`src/rtl/clkdiv_frac.sv`:
```
// ============================================================================
// clkdiv_frac : fractional clock divider, period div_i + div_f/2^m clk cycles.
// Optional strb output when CLKDIV_FRAC_STRB_EN is defined.  Rev 1.0
// ============================================================================
`default_nettype none

module clkdiv_frac #(
  parameter int n = 8,
  parameter int m = 4
) (
  input  logic         clk,
  input  logic         rst_n,
  input  logic [n-1:0] div_i,
  input  logic [m-1:0] div_f,
  output logic         out,
  output logic         reset
`ifdef CLKDIV_FRAC_STRB_EN
  ,
  output logic         strb
`endif
);

  logic [n-1:0] div_i_q, div_i_d;
  logic [m-1:0] div_f_q, div_f_d;
  logic [m-1:0] acc_q, acc_d;
  logic [n:0]   p_q, p_d;
  logic [n:0]   cnt_q, cnt_d;
  logic [n:0]   hi_q, hi_d;
  logic         out_q, out_d;
  logic         reset_q, reset_d;

  logic         start;
  logic         changed;
  logic [m-1:0] acc_base;
  logic [m:0]   sum;
  logic [n:0]   p_new;
  logic [n:0]   cnt_inc;

  always_comb begin
    div_i_d  = div_i_q;
    div_f_d  = div_f_q;
    acc_d    = acc_q;
    p_d      = p_q;
    cnt_d    = cnt_q;
    hi_d     = hi_q;
    out_d    = out_q;
    reset_d  = reset_q;

    // p_q == 0 marks the idle counter; otherwise start on the last cycle
    start    = (p_q == '0) || (cnt_q == (p_q - (n+1)'(1)));
    changed  = {div_i, div_f} != {div_i_q, div_f_q};
    acc_base = changed ? '0 : acc_q;
    sum      = {1'b0, acc_base} + {1'b0, div_f};
    p_new    = {1'b0, div_i} + {{n{1'b0}}, sum[m]};
    cnt_inc  = cnt_q + (n+1)'(1);

    if (start) begin
      div_i_d = div_i;
      div_f_d = div_f;
      reset_d = changed;
      cnt_d   = '0;
      if (div_i == '0) begin
        p_d   = '0;
        hi_d  = '0;
        out_d = 1'b0;
        acc_d = acc_base;
      end else begin
        p_d   = p_new;
        hi_d  = (p_new + (n+1)'(1)) >> 1;
        out_d = 1'b1;
        acc_d = sum[m-1:0];
      end
    end else begin
      cnt_d = cnt_inc;
      out_d = cnt_inc < hi_q;
    end
  end

  always_ff @(posedge clk) begin
    if (!rst_n) begin
      div_i_q <= '0;
      div_f_q <= '0;
      acc_q   <= '0;
      p_q     <= '0;
      cnt_q   <= '0;
      hi_q    <= '0;
      out_q   <= 1'b0;
      reset_q <= 1'b0;
    end else begin
      div_i_q <= div_i_d;
      div_f_q <= div_f_d;
      acc_q   <= acc_d;
      p_q     <= p_d;
      cnt_q   <= cnt_d;
      hi_q    <= hi_d;
      out_q   <= out_d;
      reset_q <= reset_d;
    end
  end

  assign out   = out_q;
  assign reset = reset_q;

`ifdef CLKDIV_FRAC_STRB_EN
  logic strb_q, strb_d;

  // Registered alongside out, so strb is high in the first high cycle of out
  always_comb begin
    strb_d = out_d & ~out_q;
  end

  always_ff @(posedge clk) begin
    if (!rst_n) begin
      strb_q <= 1'b0;
    end else begin
      strb_q <= strb_d;
    end
  end

  assign strb = strb_q;
`else
  // No strobe output in this build.
`endif

endmodule

`default_nettype wire

```
`config.mk`:
```
export PLATFORM = sky130hd
export DESIGN_NAME = clkdiv_frac
export DESIGN_NICKNAME = d
export VERILOG_FILES = /design/src/rtl/clkdiv_frac.sv
export SDC_FILE = /design/constraint.sdc
export NUM_CORES = 1
export LEC_CHECK = 0
export CAP_MARGIN = 20
export CELL_PAD_IN_SITES_DETAIL_PLACEMENT = 1
export CELL_PAD_IN_SITES_GLOBAL_PLACEMENT = 2
export CORE_MARGIN = 4
export CORE_UTILIZATION = 33
export DETAILED_ROUTE_END_ITERATION = 10
export HOLD_SLACK_MARGIN = 0.03
export PLACE_DENSITY_LB_ADDON = 0.08
export SLEW_MARGIN = 10
export SYNTH_ARGS = -nofsm -noshare
export SYNTH_HDL_FRONTEND = slang
export SYNTH_SLANG_ARGS = --single-unit
```
`constraint.sdc`:
```
create_clock -name clk -period 4.42 [get_ports clk]
set_input_delay 0.884 -clock clk [delete_from_list [all_inputs] [get_ports clk]]
set_output_delay 0.884 -clock clk [all_outputs]
set_load 0.02 [all_outputs]
```
# Yosys cells after proc, flatten, opt, wreduce, memory -nomap -nowiden
# Cells that the tools add are included.
# word_totals
inputBits	14
rom_bits	0
reg_bits	45
n_memories	0
latchBits	0
word_cells	27
out_inout_bits	2
mem_bits_rw	0
# op_classes
muxes	6
reduce_logical	4
eq_ne	2
shifts	0
div	0
order_cmp	1
n_bitwise	1
add_sub_neg	5
multipliers	0
# ops
operator	n
$add A9 B1 Y9 const B	2
$ne A12 B12 Y1	1
$add A8 B1 Y9	1
$eq A9 B9 Y1	1
$logic_not A9 Y1	1
$lt A9 B9 Y1	1
$mux W9	1
$sub A9 B1 Y9 const B	1
$logic_not A8 Y1	1
$mux W4	2
$mux W8	1
$add A4 B4 Y5	1
$mux W1	2
$reduce_or A2 Y1	1
$logic_or A1 B1 Y1	1
$not A1 Y1	1

# Depth between registers and ports, before layout
# depth
ltp_word	6
ltp_mapped	21
ltp_nobuf	19

# Worst setup path before layout
# No wires, ideal clock.
# synth_path
path_kind	input to register
from	in div_i[5]
to	reg hi_q[7]
path_buffers	2
stages	18
slack_ns	0.082
arrival_time_ns	4.251
path_cell_list	clkbuf_1 xnor2_1 nand4_1 nor3_1 and2_1 ha_1 nor2b_1 o21ai_0 nand2b_1 ha_1 ha_1 clkbuf_1 or4_1 a21boi_0 o211ai_1 o21ai_0 o2111ai_2 o31ai_1
# synth_via
elab_chain_len	6
word_cells_on_any_way	7
classes_between	add/sub: 3; eq/ne: 1; mux: 2; reduce/logical: 1
# synth_lines
item	line	rtl
start: declaration	13	input logic [n-1:0] div_i,
$ne A12 B12 Y1	51	changed = {div_i, div_f} != {div_i_q, div_f_q};
$mux W4	52	acc_base = changed ? '0 : acc_q;
$add A4 B4 Y5	53	sum = {1'b0, acc_base} + {1'b0, div_f};
$add A8 B1 Y9	54	p_new = {1'b0, div_i} + {{n{1'b0}}, sum[m]};
$add A9 B1 Y9	69	hi_d = (p_new + (n+1)'(1)) >> 1;
$mux W8 (*)	62	if (div_i == '0) begin
end signal: assignment	95	hi_q <= hi_d;
end: declaration	28	logic [n:0] hi_q, hi_d;
# Every way passes the cells marked *; elsewhere a longest branch is shown, timed or not.
# A chain may end at the register's enable or synchronous reset.

# Worst setup path after layout
# layout_path
from	in div_i[1]
to	reg hi_q[7]
# The elaborated chain is that of the path after synthesis.

==> impl_metrics.py <==
metrics = {
    "clocking": {
        "htree_levels": 2,
        "clock_sink_count": 44,
        "hold_buffers": 0,
        "clock_tree.root_cell": "clkbuf_8",
        "clock_tree.buffer_depth": 2,
        "clk_latency_ns": 0.30,
        "clock_pin_slew_of_the_registers_on_the_worst_case_setup_and_hold_paths_ns": 0.09,
        "cts_tree": "done",
        "inserted_clock_buffers": 5,
    },
    "cells_and_area": {
        "num_antenna_cells": 0,
        "finish.utilization_pct": 40.46,
        "fin_nets": 424,
        "fraction_of_final_layout_cells_with_drive_strength_greater_than_1_pct": 15.23,
        "syn2layout_area_growth_pct": 19.91,
        "final_cell_count_no_fill": 502,
        "stdcell_area_sq_um": 3511,
    },
    "detailed_routing": {
        "vias_per_cell": 5.355,
        "drt-initial-drc-count": 79,
        "routed_via_count": 2688,
        "drt_pre_antenna_iters": 4,
        "drc_errors": 0,
        "wirelength_um": 8712,
        "ant_nets": 0,
        "routed_wire_length_per_instance_um": 17.35,
    },
    "floorplan": {
        "die-area_sq_um": 10440,
        "die_w_um": 102.2,
        "core.rowCount": 34,
        "design.portCount": 16,
        "chipHeight_um": 102.2,
        "floorplan.initialDensity_pct": 33.74,
        "placeableCoreArea_sq_um": 8678,
    },
    "critical_path": {
        "critical_path_required_ns": 4.64,
        "end_kind": "flop",
        "worst-path-max-fanout": 4,
        "critical_path_arrival_ns": 4.42,
        "critPathLaunchType": "primary input",
        "timing_worst_setup_path_type": "in2reg",
    },
    "grt": {
        "grt_usage_pct": 18.07,
        "grt_pass1_vias": 2898,
        "global_route.overflow_total": 0,
        "grt_antenna_before_repair": 0,
        "grt_start_max_net_pins": 30,
        "grt_pass1_wl_um": 14730,
    },
    "timing": {
        "timing_hold_violations_final": 0,
        "finalCriticalPeriod_ns": 4.196,
        "timing.final.ws_setup_ns": 0.2239,
        "fmaxAchievable_ghz": 0.2383,
        "timing.max_slew.rel_slack_pct": 53.64,
        "final-setup-viol-count": 0,
        "finalMaxSlewViolations": 0,
        "rsz_0062_raised_after_global_routing": "no",
        "post-route-period-util_pct": 94.94,
        "fin_clk_skew_ns": 0.007739,
        "worst_slew_pin_slew_ns": 0.6934,
    },
    "placement": {
        "dpl_cell_area_sq_um": 3317,
        "place_hpwl_um": 6475,
        "dp_worst_setup_slack_ns": -0.4122,
        "portBuffers": 15,
        "dp.cells": 493,
        "globalplace.congestion": 0.8019,
    },
    "synthesis": {
        "post-synth-top-area-fraction_pct": 30.09,
        "synthesis.nets": 390,
        "yosysWarnings": 0,
        "average_size_of_a_mapped_cell_sq_um": 8.155,
        "async_flop_share_pct": 0,
        "synth_top_cells_by_area": "dfxtp_1 30%, xnor2_1 7.5%, ha_1 6.8%, nand3_1 6.0%, a21oi_1 5.5%",
        "synth_ff_type": "dfxtp_1",
        "synth.most_common_cell": "dfxtp_1",
        "synth_top_cell_by_area": "dfxtp_1",
        "number_of_distinct_library_cell_variants_in_the_gate_level_netlist_after_synthesis": 47,
        "synth_sequential_area_ratio_pct": 30.09,
        "syn-cell-area_sq_um": 2928,
        "synth_cells": 359,
        "number_of_synthesized_flops_with_an_enable_pin": 0,
        "yosys-top-cells-count": "44 x dfxtp_1, 35 x nand3_1, 32 x a21oi_1",
        "postSynthRegisterBits": 44,
    },
    "run": {
        "drv.max_cap_violation_count": 0,
    },
    "worst_hold_path": {
        "hold_path_class": "reg2reg",
    },
    "status": {
        "run_status": "finished clean",
    },
    "power": {
        "power_leakage_nw": 1.364,
        "pwr_density_cell_nw_per_um2": 565.7,
        "total_power_mw": 1.986,
        "vdd.ir_drop.worst_uv": 174.1,
    },
}
==> area by class of cell <==
cell class	instances	area (sq um)
flip-flops and latches	44	880.8
fillers	1065	5167
clock inverters	2	35.03
well taps	108	135.1
clock buffers	6	72.57
inverters	16	60.06
multi-input cells	275	1894
repair buffers	51	432.9
==> metal layers <==
layer  track usage (%)  share of wire, %  vias up  wire length [um]
met1             22.57                46     1302              4010
met5                 0                 0        -                 0
met2             32.48                50       29              4370
met3             2.526               2.0       10               174
met4             4.844               1.8        0               156
li1                  -                 -     1347                 -
==> placed cells by master (no fill, tap or decap), drive strengths merged, types with 16 or more instances in the layout <==
master   n
dfxtp   44
nand3   35
xnor2   25
inv     16
xor2    17
buf     36
a21oi   32
ha      16
o21ai   26
nor2    17
nand2   21
==> registers in the layout, summed over array words and instances, names as in the netlist <==
register / count
acc_q: 4
cnt_q: 9
div_f_q: 4
div_i_q: 8
hi_q: 8
out: 1
p_q: 9
reset: 1
==> final timing paths <==
kind	to	start	slack [ns]	cells past startpoint
worst max-delay path	hi_q[7]	div_i[1]	0.22	19
worst min-delay path	hi_q[4]	hi_q[4]	0.47	2
worst max register to register	hi_q[7]	div_i_q[5]	0.92	18
worst min register to register	hi_q[4]	hi_q[4]	0.47	2
==> critical path: stages <==
cell and delay (ns):
clkdlybuf4s50_1 0.50, xnor2_1 0.13, nand4_1 0.18, nor3_4 0.23, and2_1 0.17, ha_2 0.18
inv_1 0.05, fa_2 0.34, nor2b_1 0.13, o21ai_0 0.09, nand2b_1 0.13, ha_4 0.18
nand2_1 0.09, or4_1 0.40, a21boi_1 0.17, o211ai_1 0.13, o21ai_1 0.20, o2111ai_2 0.13
o31ai_1 0.10
==> where the power goes <==
group	leakage, nW	switching, mW	internal, mW
combinational	0.948	0.603	0.413
clock	0.0552	0.149	0.168
sequential	0.360	0.121	0.531
==> stage by stage <==
step	hold slack, ns	TNS (ns)
global route	0.5000	0
global placement	0.4527	-1.643
floorplan	0.4411	0
CTS	0.4782	0
finish	0.4728	0
detailed placement	0.4656	-3.822
==> kinds of logic (layout without fill, tap and decap cells) <==
group	count (synthesis)	in the layout	share of synthesized area [%]
fa+ha+maj	17	17	7.521
flops	44	44	30.09
compound gates	95	95	20.86
xor+xnor	42	42	12.56
buf+inv	40	75	7.607
simple gates	120	120	21.03
mux	1	1	0.3419
==> timing repair <==
item / in CTS / in global routing
gates resized for setup: 2 / 17
endpoints found under the hold margin: 0 / 0
setup buffers: 0 / 1
setup endpoints to repair: 5 / 10
pin swaps: 1 / 8
Power figures use the tool's default switching activity.
